==> src/rtl/hls_core_staller_mc.sv <==
// Multi-channel stall controller for HLS datapath cores: combines channel
// write-enable-complete flags with a software halt and keeps stall statistics.
module hls_core_staller_mc #(
   parameter int N_IN     = 1,
   parameter int N_OUT    = 1,
   parameter int CNT_W    = 16,
   parameter int WDOG_CYC = 1024
) (
   input  logic                   nvdla_core_clk,
   input  logic                   nvdla_core_rst,
   input  logic [N_IN-1:0]        chn_in_wen_comp,
   input  logic [N_OUT-1:0]       chn_out_wen_comp,
   input  logic                   halt_req,
   input  logic                   stat_clr,
   output logic                   core_wen,
   output logic                   core_wten,
   output logic                   halt_ack,
   output logic [N_OUT+N_IN-1:0]  stall_cause,
   output logic [CNT_W-1:0]       stall_run,
   output logic [CNT_W-1:0]       stall_total,
   output logic                   wdog_hit
);

   localparam int                 CAUSE_W  = N_OUT + N_IN;
   localparam logic [CNT_W-1:0]   CNT_ZERO = {CNT_W{1'b0}};
   localparam logic [CNT_W-1:0]   CNT_ONE  = {{(CNT_W-1){1'b0}}, 1'b1};
   localparam logic [CNT_W-1:0]   CNT_MAX  = {CNT_W{1'b1}};
   localparam logic [CNT_W-1:0]   WDOG_VAL = CNT_W'(WDOG_CYC);

   // Saturating increment: holds at all-ones instead of wrapping.
   function automatic logic [CNT_W-1:0] sat_inc(input logic [CNT_W-1:0] v);
      if (v == CNT_MAX) begin
         sat_inc = v;
      end else begin
         sat_inc = v + CNT_ONE;
      end
   endfunction

   logic                 chn_ok_s;
   logic                 chn_stall_s;
   logic                 core_wen_s;
   logic                 wdog_trip_s;

   logic                 core_wten_q,   core_wten_d;
   logic                 halt_ack_q,    halt_ack_d;
   logic [CAUSE_W-1:0]   stall_cause_q, stall_cause_d;
   logic [CNT_W-1:0]     stall_run_q,   stall_run_d;
   logic [CNT_W-1:0]     stall_total_q, stall_total_d;
   logic                 wdog_hit_q,    wdog_hit_d;

   // Channel readiness and core enable, zero latency and independent of reset.
   always_comb begin
      chn_ok_s    = (&chn_in_wen_comp) & (&chn_out_wen_comp);
      chn_stall_s = ~chn_ok_s;
      core_wen_s  = chn_ok_s & ~halt_req;
   end

   // Next-state logic for all status registers.
   always_comb begin
      core_wten_d   = ~core_wen_s;
      halt_ack_d    = halt_req;
      stall_cause_d = {CAUSE_W{1'b0}};
      stall_run_d   = CNT_ZERO;
      stall_total_d = stall_total_q;
      wdog_trip_s   = 1'b0;
      wdog_hit_d    = wdog_hit_q;

      if (core_wen_s) begin
         stall_cause_d = {CAUSE_W{1'b0}};
      end else begin
         stall_cause_d = {~chn_out_wen_comp, ~chn_in_wen_comp};
      end

      // Halt-only cycles do not count as a channel stall run.
      if (chn_stall_s) begin
         stall_run_d = sat_inc(stall_run_q);
      end else begin
         stall_run_d = CNT_ZERO;
      end

      if (stat_clr) begin
         stall_total_d = CNT_ZERO;
      end else if (!core_wen_s) begin
         stall_total_d = sat_inc(stall_total_q);
      end else begin
         stall_total_d = stall_total_q;
      end

      // A saturated run no longer advances, so it cannot re-trip the watchdog.
      if (chn_stall_s && (stall_run_q != CNT_MAX) && (stall_run_d == WDOG_VAL)) begin
         wdog_trip_s = 1'b1;
      end else begin
         wdog_trip_s = 1'b0;
      end

      if (wdog_trip_s) begin
         wdog_hit_d = 1'b1;
      end else if (stat_clr) begin
         wdog_hit_d = 1'b0;
      end else begin
         wdog_hit_d = wdog_hit_q;
      end
   end

   // Status registers with synchronous reset.
   always_ff @(posedge nvdla_core_clk) begin
      if (nvdla_core_rst) begin
         core_wten_q   <= 1'b0;
         halt_ack_q    <= 1'b0;
         stall_cause_q <= {CAUSE_W{1'b0}};
         stall_run_q   <= CNT_ZERO;
         stall_total_q <= CNT_ZERO;
         wdog_hit_q    <= 1'b0;
      end else begin
         core_wten_q   <= core_wten_d;
         halt_ack_q    <= halt_ack_d;
         stall_cause_q <= stall_cause_d;
         stall_run_q   <= stall_run_d;
         stall_total_q <= stall_total_d;
         wdog_hit_q    <= wdog_hit_d;
      end
   end

   assign core_wen    = core_wen_s;
   assign core_wten   = core_wten_q;
   assign halt_ack    = halt_ack_q;
   assign stall_cause = stall_cause_q;
   assign stall_run   = stall_run_q;
   assign stall_total = stall_total_q;
   assign wdog_hit    = wdog_hit_q;

endmodule
==> config.mk <==
export PLATFORM = sky130hd
export DESIGN_NAME = hls_core_staller_mc
export DESIGN_NICKNAME = d
export VERILOG_FILES = /design/src/rtl/hls_core_staller_mc.sv
export SDC_FILE = /design/constraint.sdc
export NUM_CORES = 1
export LEC_CHECK = 0
export BUFFER_PORTS_ARGS = -buffer_cell sky130_fd_sc_hd__buf_2
export CORE_MARGIN = 2
export CORE_UTILIZATION = 40
export DETAILED_ROUTE_END_ITERATION = 6
export GPL_ROUTABILITY_DRIVEN = 0
export SYNTH_ARGS = -nofsm -noshare
export SYNTH_HDL_FRONTEND = slang
export SYNTH_SLANG_ARGS = --single-unit
==> constraint.sdc <==
create_clock -name nvdla_core_clk -period 5.7 [get_ports nvdla_core_clk]
set_clock_uncertainty 0.05 [all_clocks]
set_input_delay 1.14 -clock nvdla_core_clk [delete_from_list [all_inputs] [get_ports nvdla_core_clk]]
set_output_delay 1.14 -clock nvdla_core_clk [all_outputs]
set_load 0.01 [all_outputs]
# After elaboration in Yosys (flattened, before gate mapping)
# Cells that the tools add are included.
# classes
muxes	5
add_sub_neg	2
n_reduce_logical	6
n_eq_ne	4
bitwise	8
# ops
operator	count
16-bit by 1-bit adder with 16-bit output (second input constant)	2
16-bit == test (second input constant)	2
16-bit 2-to-1 mux	2
16-bit by 11-bit == test with 1-bit output (second input constant)	1
16-bit != test (second input constant)	1
1-bit inverter	6
2-bit OR reduction	2
1-bit 2-to-1 mux	3
1-bit bitwise AND	2
1-bit logical AND	2
2-bit AND reduction	1
2-bit nonzero test	1
# word_totals
regBits	37
inputBits	6
out_inout_bits	38

# Longest topological paths before layout
# Gate-level depths: netlist of run 1.
# logic_depth
depth_word	7
depth_mapped	8
mapped_depth_nobuf	7

# Worst setup path after synthesis of run 1
# No wires, ideal clock.
# synth_path
path_type	input port to output port
from	in halt_req
to	out core_wen
slack_ns	2.985
t_required_ns	4.510
stages	2
n_path_buf	1
arrival_ns	1.525
cell_sequence	and3b_1 > clkbuf_1
# synth_between
elab_chain_cells	2
# synth_rtl
element	line	source
start: declaration	13	input logic halt_req,
1-bit inverter	55	core_wen_s = chn_ok_s & ~halt_req;
1-bit bitwise AND	55	
end: declaration	15	output logic core_wen,
# Every way passes these cells.

# Worst setup path after layout of run 1
# Same ends and word-level chain as after synthesis.

==> flow_metrics.py, run 1 <==
metrics = {
    "run_status": {
        "outcome": "complete, no violations",
    },
    "floorplanning": {
        "start_util": 0.415,
        "die-area_sq_mm": 0.00507,
        "rows": 24,
        "die_h_um": 71.2,
        "die-width_um": 71.2,
        "io_pins": 44,
        "core-area_sq_mm": 0.00435,
    },
    "drt": {
        "wl_um": 3980,
        "firstDrtPassIters": 4,
        "wl_per_cell_um": 13.0,
        "via_per_inst": 5.21,
        "vias": 1590,
        "drc": 0,
        "dr.first_iter.drc_count": 88,
        "ant_nets": 0,
    },
    "sta": {
        "period_minus_slack_ns": 2.90,
        "hold_slack_ns": 0.435,
        "rsz0062_at_grt": "no",
        "min_period_over_period": 0.508,
        "slew_headroom": 0.569,
        "setup_tns_ns": 0,
        "hold_violations": 0,
        "setup_viol": 0,
        "worst_pin_slew_ns": 0.647,
        "finalWorstSetupSlack_ns": 2.80,
        "slew_viol_final": 0,
        "fmax_mhz": 345,
    },
    "synthesis": {
        "synth_warnings": 0,
        "synthAdderAreaFrac": 0.0138,
        "ys_ff_latch": 37,
        "synth-compound-area-share": 0.0671,
        "yosysSeqAreaShare": 0.410,
        "synth_top_family_by_area": "simple AND/OR/NAND/NOR gates",
        "syn_avg_cell_area_sq_um": 8.57,
        "synthArstFlopShare": 0,
        "synth_top_area_cell": "dfxtp_1",
        "synthSimpleGateAreaFrac": 0.329,
        "synth-main-ff-cell": "dfxtp_1",
        "synth_xor_area_frac": 0.111,
        "syn-num-nets": 219,
        "synth.area.mux_share": 0.0394,
        "yosysTopAreaCellShare": 0.410,
        "syn-cell-area_sq_mm": 0.00181,
        "synth_edf_count": 0,
        "syn_inst": 211,
        "synth_area_leaders": "dfxtp_1 41%, nor2_1 8.7%, xnor2_1 6.8%, xor2_1 4.4%, mux2i_1 3.3%",
        "synth_cell_type_count": 41,
    },
    "worst_setup_path": {
        "cpPeakStageDelay_ns": 0.29,
        "cp_slowest_cell": "and3b_1",
        "critPathCaptureType": "output port",
        "crit_chain": "buf_2 > and3b_1 > buf_2",
        "cp_data_arrival_time_ns": 1.71,
        "crit_path_frequent_cell": "buf_2",
        "path_max_fanout": 5,
        "startpoint_type": "input port",
        "reg2reg_slack_ns": 3.25,
        "cp.required_ns": 4.51,
        "path_class": "input port to output port",
    },
    "placement": {
        "dp_hpwl_um": 2910,
        "place_inst": 297,
        "pre_cts_ws_ns": 2.80,
        "place_area_sq_mm": 0.00205,
        "io_buffers": 43,
    },
    "cts": {
        "clkLatencyLatePin_ns": 0.30,
        "cts_buffers": 5,
        "htree_levels": 2,
        "cts.sinks": 37,
        "cts-hold-fix-buffers": 0,
        "cts_setup_buffers": 0,
        "clk_root_buffer_cell": "clkbuf_8",
        "cts_resized": 0,
        "cts_tree": "yes",
        "cts.path.max_buffers": 2,
        "clkTransAtPathRegs_ns": 0.07,
    },
    "pwr": {
        "finalPower_mw": 0.530,
        "ir_drop_uv": 159,
        "p_leak_nw": 0.891,
        "p_per_area_mw_per_mm2": 244,
    },
    "global_route": {
        "grt_max_degree": 18,
        "antenna_found_initial": 0,
        "grt_usage": 0.163,
        "grt_pass1_wl_um": 6530,
        "grt_overflow": 0,
        "grt_pass1_vias": 1400,
    },
    "worst_hold_path": {
        "hold_path.class": "register to register",
    },
    "finish": {
        "syn2layout_area_growth_pct": 20.0,
        "final_cell_mix": "43 x buf_2, 42 x nor2_1, 37 x dfxtp_1",
        "layout.nets": 260,
        "final_common_cell": "buf_2",
        "antennaDiodeCount": 0,
        "stdcell_count": 305,
        "fillers": 451,
        "utilization": 0.498,
        "fin_area_sq_mm": 0.00217,
        "drive_gt1_frac": 0.229,
    },
    "run": {
        "cap_violations": 0,
    },
}
## cells by family (layout without fill, tap and decap cells)
group	after synthesis	after routing
AOI/OAI and AO/OA	17	17
xor gates and xnor gates	23	23
adders and majority gates	2	2
buffers and inverters	13	55
DFF	37	37
muxes	7	7
and+or+nand+nor	112	112
## worst max-delay path, delay by kind of cell
family / cells / cell delay (ns)
buffers and inverters: 2 / 0.27
and+or+nand+nor: 1 / 0.29
## registers in the layout, summed over array words and instances (netlist names)
signal,cells
core_wten,1
stall_run,16
stall_total,16
halt_ack,1
wdog_hit,1
stall_cause,2
## worst paths after layout
kind                                   start  endpoint  depth (start not counted)
worst max-delay path                halt_req  core_wen                          3
worst min-delay path                wdog_hit  wdog_hit                          2
worst min register to register      wdog_hit  wdog_hit                          2
worst max register to register  stall_run[9]  wdog_hit                          6
## per-layer routing
layer	wire length (um)	vias up	global-route usage	share of wire
li1	-	818	-	-
met3	200	7	0.0506	0.050
met4	68	0	0.0629	0.017
met5	0	-	0	0
met2	1820	45	0.258	0.46
met1	1890	720	0.207	0.47
## area by class of cell
type,instances,area [sq um],share of cell area
multi-input combinational,161,1010,0.467
sequential,37,741,0.341
timing repair buffer,43,215,0.0992
clock buffer,6,82.6,0.0381
tap,52,65.1,0.0300
clock inverter,2,37.5,0.0173
inverter,4,15.0,0.00692
## cells in the mapped netlist, types with 3 or more instances
library cell and n:
nor2_1 42, dfxtp_1 37, nand2_1 15, xnor2_1 14
nand3_1 12, xor2_1 9, nand4_1 8, mux2i_1 6
nor3_1 6, clkbuf_1 5, and3_1 4, and4_1 4
buf_2 4, inv_1 4, nand2b_1 4, o21ai_0 4
a21oi_1 3, nor4_1 3
## report_power, final
group / internal, mW / total, mW / switching, mW
registers: 0.262 / 0.265 / 0.00342
clock network: 0.142 / 0.241 / 0.0983
logic: 0.00984 / 0.0244 / 0.0146
total: 0.414 / 0.530 / 0.116
Note: power is estimated with default switching activity, not from simulation.
==> inputs of run 2 (changes only) <==
Settings changed: ABC_AREA from default to 1.
Clock period 5.7 ns to 2.9 ns, I/O delays scaled along.
==> run 2 against run 1 <==
Compared with the run above: critical path depth increased by 1; utilization up 0.11 points; sequential cell count is the same; cell count grew 35%; area after synthesis is 8.8% higher; highest routed layer unchanged; non-clock buffer count rose by 1; sequential share of layout area is 2.7 points lower; register-to-register slack got worse by 2.3 ns; clock power grew 66%; worst hold slack worse by 0.022 ns.
==> flow_metrics.py, run 2 <==
metrics = {
    "run_status": {
        "outcome": "complete, no violations",
    },
    "global_route": {
        "grt_pass1_vias": 1769,
        "grt_max_degree": 19,
        "grt_usage": 0.184,
        "met1_usage": 0.249,
        "grt.met3_usage": 0.0420,
        "grt_pass1_wl_um": 7750,
        "grt_overflow": 0,
        "antenna_found_initial": 0,
        "grtUsageMet2": 0.284,
        "top_usage_layer": "met2",
    },
    "synthesis": {
        "yosysTopAreaCellShare": 0.377,
        "synth_top_area_cell": "dfxtp_1",
        "syn_inst": 296,
        "syn-cell-area_sq_mm": 0.00197,
        "syn-num-nets": 304,
        "synth_area_leaders": "dfxtp_1 38%, nand2_1 12%, nor2_1 9.5%, inv_1 7.3%, nand3_1 5.6%",
        "synth_warnings": 0,
        "synth_cell_type_count": 28,
        "synthMostInstantiatedCell": "nand2_1",
        "synth-main-ff-cell": "dfxtp_1",
        "synthArstFlopShare": 0,
        "synth_edf_count": 0,
        "ys_ff_latch": 37,
        "syn_avg_cell_area_sq_um": 6.64,
        "synth_common_cells": "63 x nand2_1, 50 x nor2_1, 38 x inv_1, 37 x dfxtp_1, 22 x nand3_1",
        "yosysSeqAreaShare": 0.377,
    },
    "sta": {
        "hold_violations": 0,
        "slew_headroom": 0.760,
        "period_minus_slack_ns": 1.95,
        "setup_tns_ns": 0,
        "rsz0062_at_grt": "no",
        "slew_viol_final": 0,
        "fmax_mhz": 512,
        "min_period_over_period": 0.674,
        "setup_viol": 0,
        "finalWorstSetupSlack_ns": 0.947,
        "hold_slack_ns": 0.413,
        "worst_pin_slew_ns": 0.359,
    },
    "run": {
        "cap_violations": 0,
    },
    "worst_setup_path": {
        "critPathCaptureType": "output port",
        "crit_path_frequent_cell": "buf_2",
        "startpoint_type": "input port",
        "cp_data_arrival_time_ns": 1.32,
        "path_class": "input port to output port",
        "cp.required_ns": 2.27,
        "cp_slowest_cell": "nor2_1",
        "path_max_fanout": 18,
        "crit_chain": "buf_2 > nand2_2 > nor2_1 > buf_2",
        "cpPeakStageDelay_ns": 0.25,
    },
    "cts": {
        "cts-hold-fix-buffers": 0,
        "clkTransAtPathRegs_ns": 0.07,
        "cts_buffers": 5,
        "htree_levels": 2,
        "cts_tree": "yes",
        "clk_root_buffer_cell": "clkbuf_8",
        "cts_setup_buffers": 0,
        "cts_resized": 0,
        "cts.sinks": 37,
        "clkLatencyLatePin_ns": 0.29,
        "cts.path.max_buffers": 2,
    },
    "pwr": {
        "p_per_area_mw_per_mm2": 415,
        "ir_drop_uv": 231,
        "p_leak_nw": 1.11,
        "finalPower_mw": 0.978,
    },
    "floorplanning": {
        "rows": 25,
        "die-area_sq_mm": 0.00549,
        "core-area_sq_mm": 0.00472,
        "die-width_um": 74.1,
        "io_pins": 44,
        "start_util": 0.416,
        "die_h_um": 74.1,
    },
    "finish": {
        "layout.nets": 351,
        "final_common_cell": "nand2_1",
        "syn2layout_area_growth_pct": 19.9,
        "drive_gt1_frac": 0.230,
        "antennaDiodeCount": 0,
        "final_cell_mix": "63 x nand2_1, 50 x nor2_1, 43 x buf_2",
        "utilization": 0.499,
    },
    "drt": {
        "vias": 1978,
        "via_per_inst": 4.81,
        "firstDrtPassIters": 4,
        "wl_per_cell_um": 11.4,
        "wl_um": 4690,
        "drc": 0,
        "ant_nets": 0,
        "dr.first_iter.drc_count": 106,
    },
    "placement": {
        "dp_hpwl_um": 3590,
        "io_buffers": 43,
        "pre_cts_ws_ns": 0.809,
    },
    "worst_hold_path": {
        "hold_path.class": "input port to register",
    },
}
[run 2: cell count changes in the layout (fill, tap and decap cells not counted), moves of 8 or more]
cell	change
inv_1	+34
a21oi_1	+11
xnor2_1	-12
nand3_1	+10
nand2_1	+48
o21ai_0	+10
nand2_2	+9
nor2_1	+8
[run 2: final timing paths]
| check | start | end | slack [ns] | cells after the start |
|---|---|---|---|---|
| min | chn_in_wen_comp | stall_cause[0] | 0.41 | 2 |
| max reg2reg | stall_run[1] | wdog_hit | 0.99 | 9 |
| min reg2reg | wdog_hit | wdog_hit | 0.42 | 2 |
| max | chn_in_wen_comp | core_wen | 0.95 | 4 |
[run 2: power breakdown]
| group | total [mW] | leakage, nW | switching, mW | internal, mW |
|---|---|---|---|---|
| logic | 0.0583 | 0.760 | 0.0378 | 0.0205 |
| clock network | 0.399 | 0.0542 | 0.184 | 0.215 |
| registers | 0.521 | 0.300 | 0.00591 | 0.515 |
[run 2: through the flow]
| stage | std cells | instance area (sq um) |
|---|---|---|
| after floorplan | 296 | 1970 |
| after global placement | 403 | 2260 |
| after detailed placement | 403 | 2260 |
| after CTS | 411 | 2360 |
| after global routing | 411 | 2360 |
| final | 411 | 2360 |
[run 2: worst max-delay path: cells and delay by family]
kind                   cells  cell delay, ns
buffers and inverters      2            0.27
AND/OR/NAND/NOR            2            0.47
[run 2: layout make-up]
type	count	area, sq um
fillers	507	2360
repair buffers	44	223
multi-input cells	214	1060
well taps	67	83.8
clock inverters	1	5.00
flip-flops and latches	37	741
clock buffers	7	96.3
inverters	41	154
[run 2: cells by family (layout without fill, tap and decap cells)]
logic type,count (synthesis),after routing,synth area share
AND/OR/NAND/NOR,173,173,0.410
buffers and inverters,45,93,0.0865
flip-flops,37,37,0.377
AO/OA/AOI/OAI,34,34,0.0922
XOR/XNOR,5,5,0.0223
adder cells (fa/ha/maj),2,2,0.0127
[run 2: metal layers]
layer | wire, um | share of wire | up-vias
li1 | - | - | 1035
met1 | 2390 | 0.51 | 893
met2 | 2010 | 0.43 | 41
met3 | 202 | 0.043 | 9
met4 | 88 | 0.019 | 0
met5 | 0 | 0 | -
==> inputs of run 3 (changes only) <==
Clock period 2.9 ns to 1.8 ns, I/O delays scaled along.
==> run 3 against run 2 <==
Compared with the run above: via count rose by 3.6%; utilization rose by 3.6 points; critical path type is now register to register; combinational power grew 92%; register-to-register slack got worse by 0.92 ns; worst setup slack got worse by 0.87 ns; clock power is 46% higher.
==> flow_metrics.py, run 3 (synthesis results as in run 2) <==
metrics = {
    "cts": {
        "htree_levels": 2,
        "clkLatencyLatePin_ns": 0.28,
        "cts.path.max_buffers": 2,
        "cts_tree": "yes",
        "cts_buffers": 5,
        "cts.sinks": 37,
        "cts-hold-fix-buffers": 0,
        "clkTransAtPathRegs_ns": 0.07,
        "clk_root_buffer_cell": "clkbuf_8",
    },
    "drt": {
        "dr.first_iter.drc_count": 146,
        "drc": 0,
        "wl_per_cell_um": 12.1,
        "via_per_inst": 4.81,
        "wl_um": 5140,
        "vias": 2049,
        "ant_nets": 0,
        "firstDrtPassIters": 4,
    },
    "finish": {
        "final_common_cell": "nand2_1",
        "antennaDiodeCount": 0,
        "syn2layout_area_growth_pct": 28.6,
        "multi_input_area_sq_mm": 0.00111,
        "final_cell_mix": "62 x nand2_1, 49 x nor2_1, 43 x buf_2",
        "regArea_sq_um": 747,
        "layout.nets": 367,
        "drive_gt1_frac": 0.295,
        "utilization": 0.535,
        "fillers": 477,
    },
    "sta": {
        "setup_viol": 0,
        "slew_viol_final": 0,
        "setup_tns_ns": 0,
        "slew_headroom": 0.765,
        "period_minus_slack_ns": 1.73,
        "min_period_over_period": 0.960,
        "rsz0062_at_grt": "yes",
        "fmax_mhz": 579,
        "worst_pin_slew_ns": 0.349,
        "hold_slack_ns": 0.204,
        "hold_violations": 0,
    },
    "worst_setup_path": {
        "cp.required_ns": 1.98,
        "reg2reg_slack_ns": 0.07,
        "path_class": "register to register",
        "reg2regPathDepth": 11,
        "critPathCaptureType": "register",
        "reg2reg_to": "wdog_hit",
        "r2r_start": "stall_run[0]",
        "cp_data_arrival_time_ns": 1.91,
        "startpoint_type": "register",
        "path_max_fanout": 5,
    },
    "worst_hold_path": {
        "min_from": "chn_in_wen_comp",
        "holdPathStages": 2,
        "holdPathEnd": "stall_cause[0]",
        "hold_path.class": "input port to register",
    },
    "floorplanning": {
        "die-width_um": 74.1,
        "start_util": 0.416,
        "rows": 25,
        "die_h_um": 74.1,
        "core-area_sq_mm": 0.00472,
        "io_pins": 44,
        "die-area_sq_mm": 0.00549,
    },
    "pwr": {
        "switchingPower_mw": 0.355,
        "ir_drop_uv": 335,
        "swShare": 0.232,
        "clkPwrFrac": 0.381,
        "p_leak_nw": 1.21,
        "p_per_area_mw_per_mm2": 607,
        "p_seq_frac": 0.546,
        "finalPower_mw": 1.53,
        "p_int_mw": 1.18,
        "comb_power_share": 0.073,
    },
    "global_route": {
        "grt_pass1_wl_um": 8470,
        "grt_usage": 0.198,
        "grt_max_degree": 18,
        "grt_overflow": 0,
        "grt_pass1_vias": 1900,
        "antenna_found_initial": 0,
    },
    "placement": {
        "dp_hpwl_um": 3860,
        "io_buffers": 43,
    },
    "run_status": {
        "outcome": "complete, no violations",
    },
    "run": {
        "cap_violations": 0,
    },
}
run 3: power by group through the flow:
stage,Clock (mW),Sequential [mW],Combinational [mW]
finish,0.584,0.838,0.112
detailed placement,0,0.856,0.109
global route,0.639,0.839,0.127
CTS,0.603,0.837,0.109
global placement,0,0.855,0.108
floorplan,0,0.863,0.0557
run 3: critical path: stages (launching register included):
cell	delay (ns)
dfxtp_1	0.37
ha_2	0.23
nand3_4	0.10
inv_2	0.11
nand2_4	0.07
nor2_4	0.17
nand2_1	0.09
nand3_2	0.09
nand2_2	0.07
nor3_2	0.17
nand3_1	0.09
nand2_1	0.06
run 3: worst max path at each step:
stage,slack [ns],cells past startpoint,from,endpoint
finish,0.07,11,stall_run[0],wdog_hit
global placement,0.03,11,stall_total[1],stall_total[15]
CTS,0.05,9,stall_run[4],wdog_hit
detailed placement,-0.03,11,stall_total[1],stall_total[15]
global route,-0.07,11,stall_run[0],wdog_hit
floorplan,0.16,11,stall_run[0],wdog_hit
run 3: routing by layer:
| metal | wire (um) | global-route usage |
|---|---|---|
| met3 | 215 | 0.0434 |
| met4 | 82 | 0.0646 |
| met2 | 2360 | 0.313 |
| met5 | 0 | 0 |
| met1 | 2480 | 0.269 |
run 3: through the flow:
step	cells	area (sq um)	worst slack (ns)
finish	426	2530	0.0720
global route	426	2530	-0.0704
CTS	425	2460	0.0518
detailed placement	418	2370	-0.0256
global placement	418	2370	0.0278
floorplan	296	1970	0.164
run 3: cell type report:
cell class | count | share of cell area
Tap cell | 67 | 0.0332
Timing Repair Buffer | 60 | 0.136
Multi-Input combinational cell | 214 | 0.441
Inverter | 41 | 0.0609
Sequential cell | 37 | 0.295
Clock buffer | 7 | 0.0341
run 3: repair_timing:
action,4_1_cts,5_1_grt
pin swaps,0,1
endpoints found under the setup margin,1,11
buffers inserted,0,1
gates resized for setup,1,21
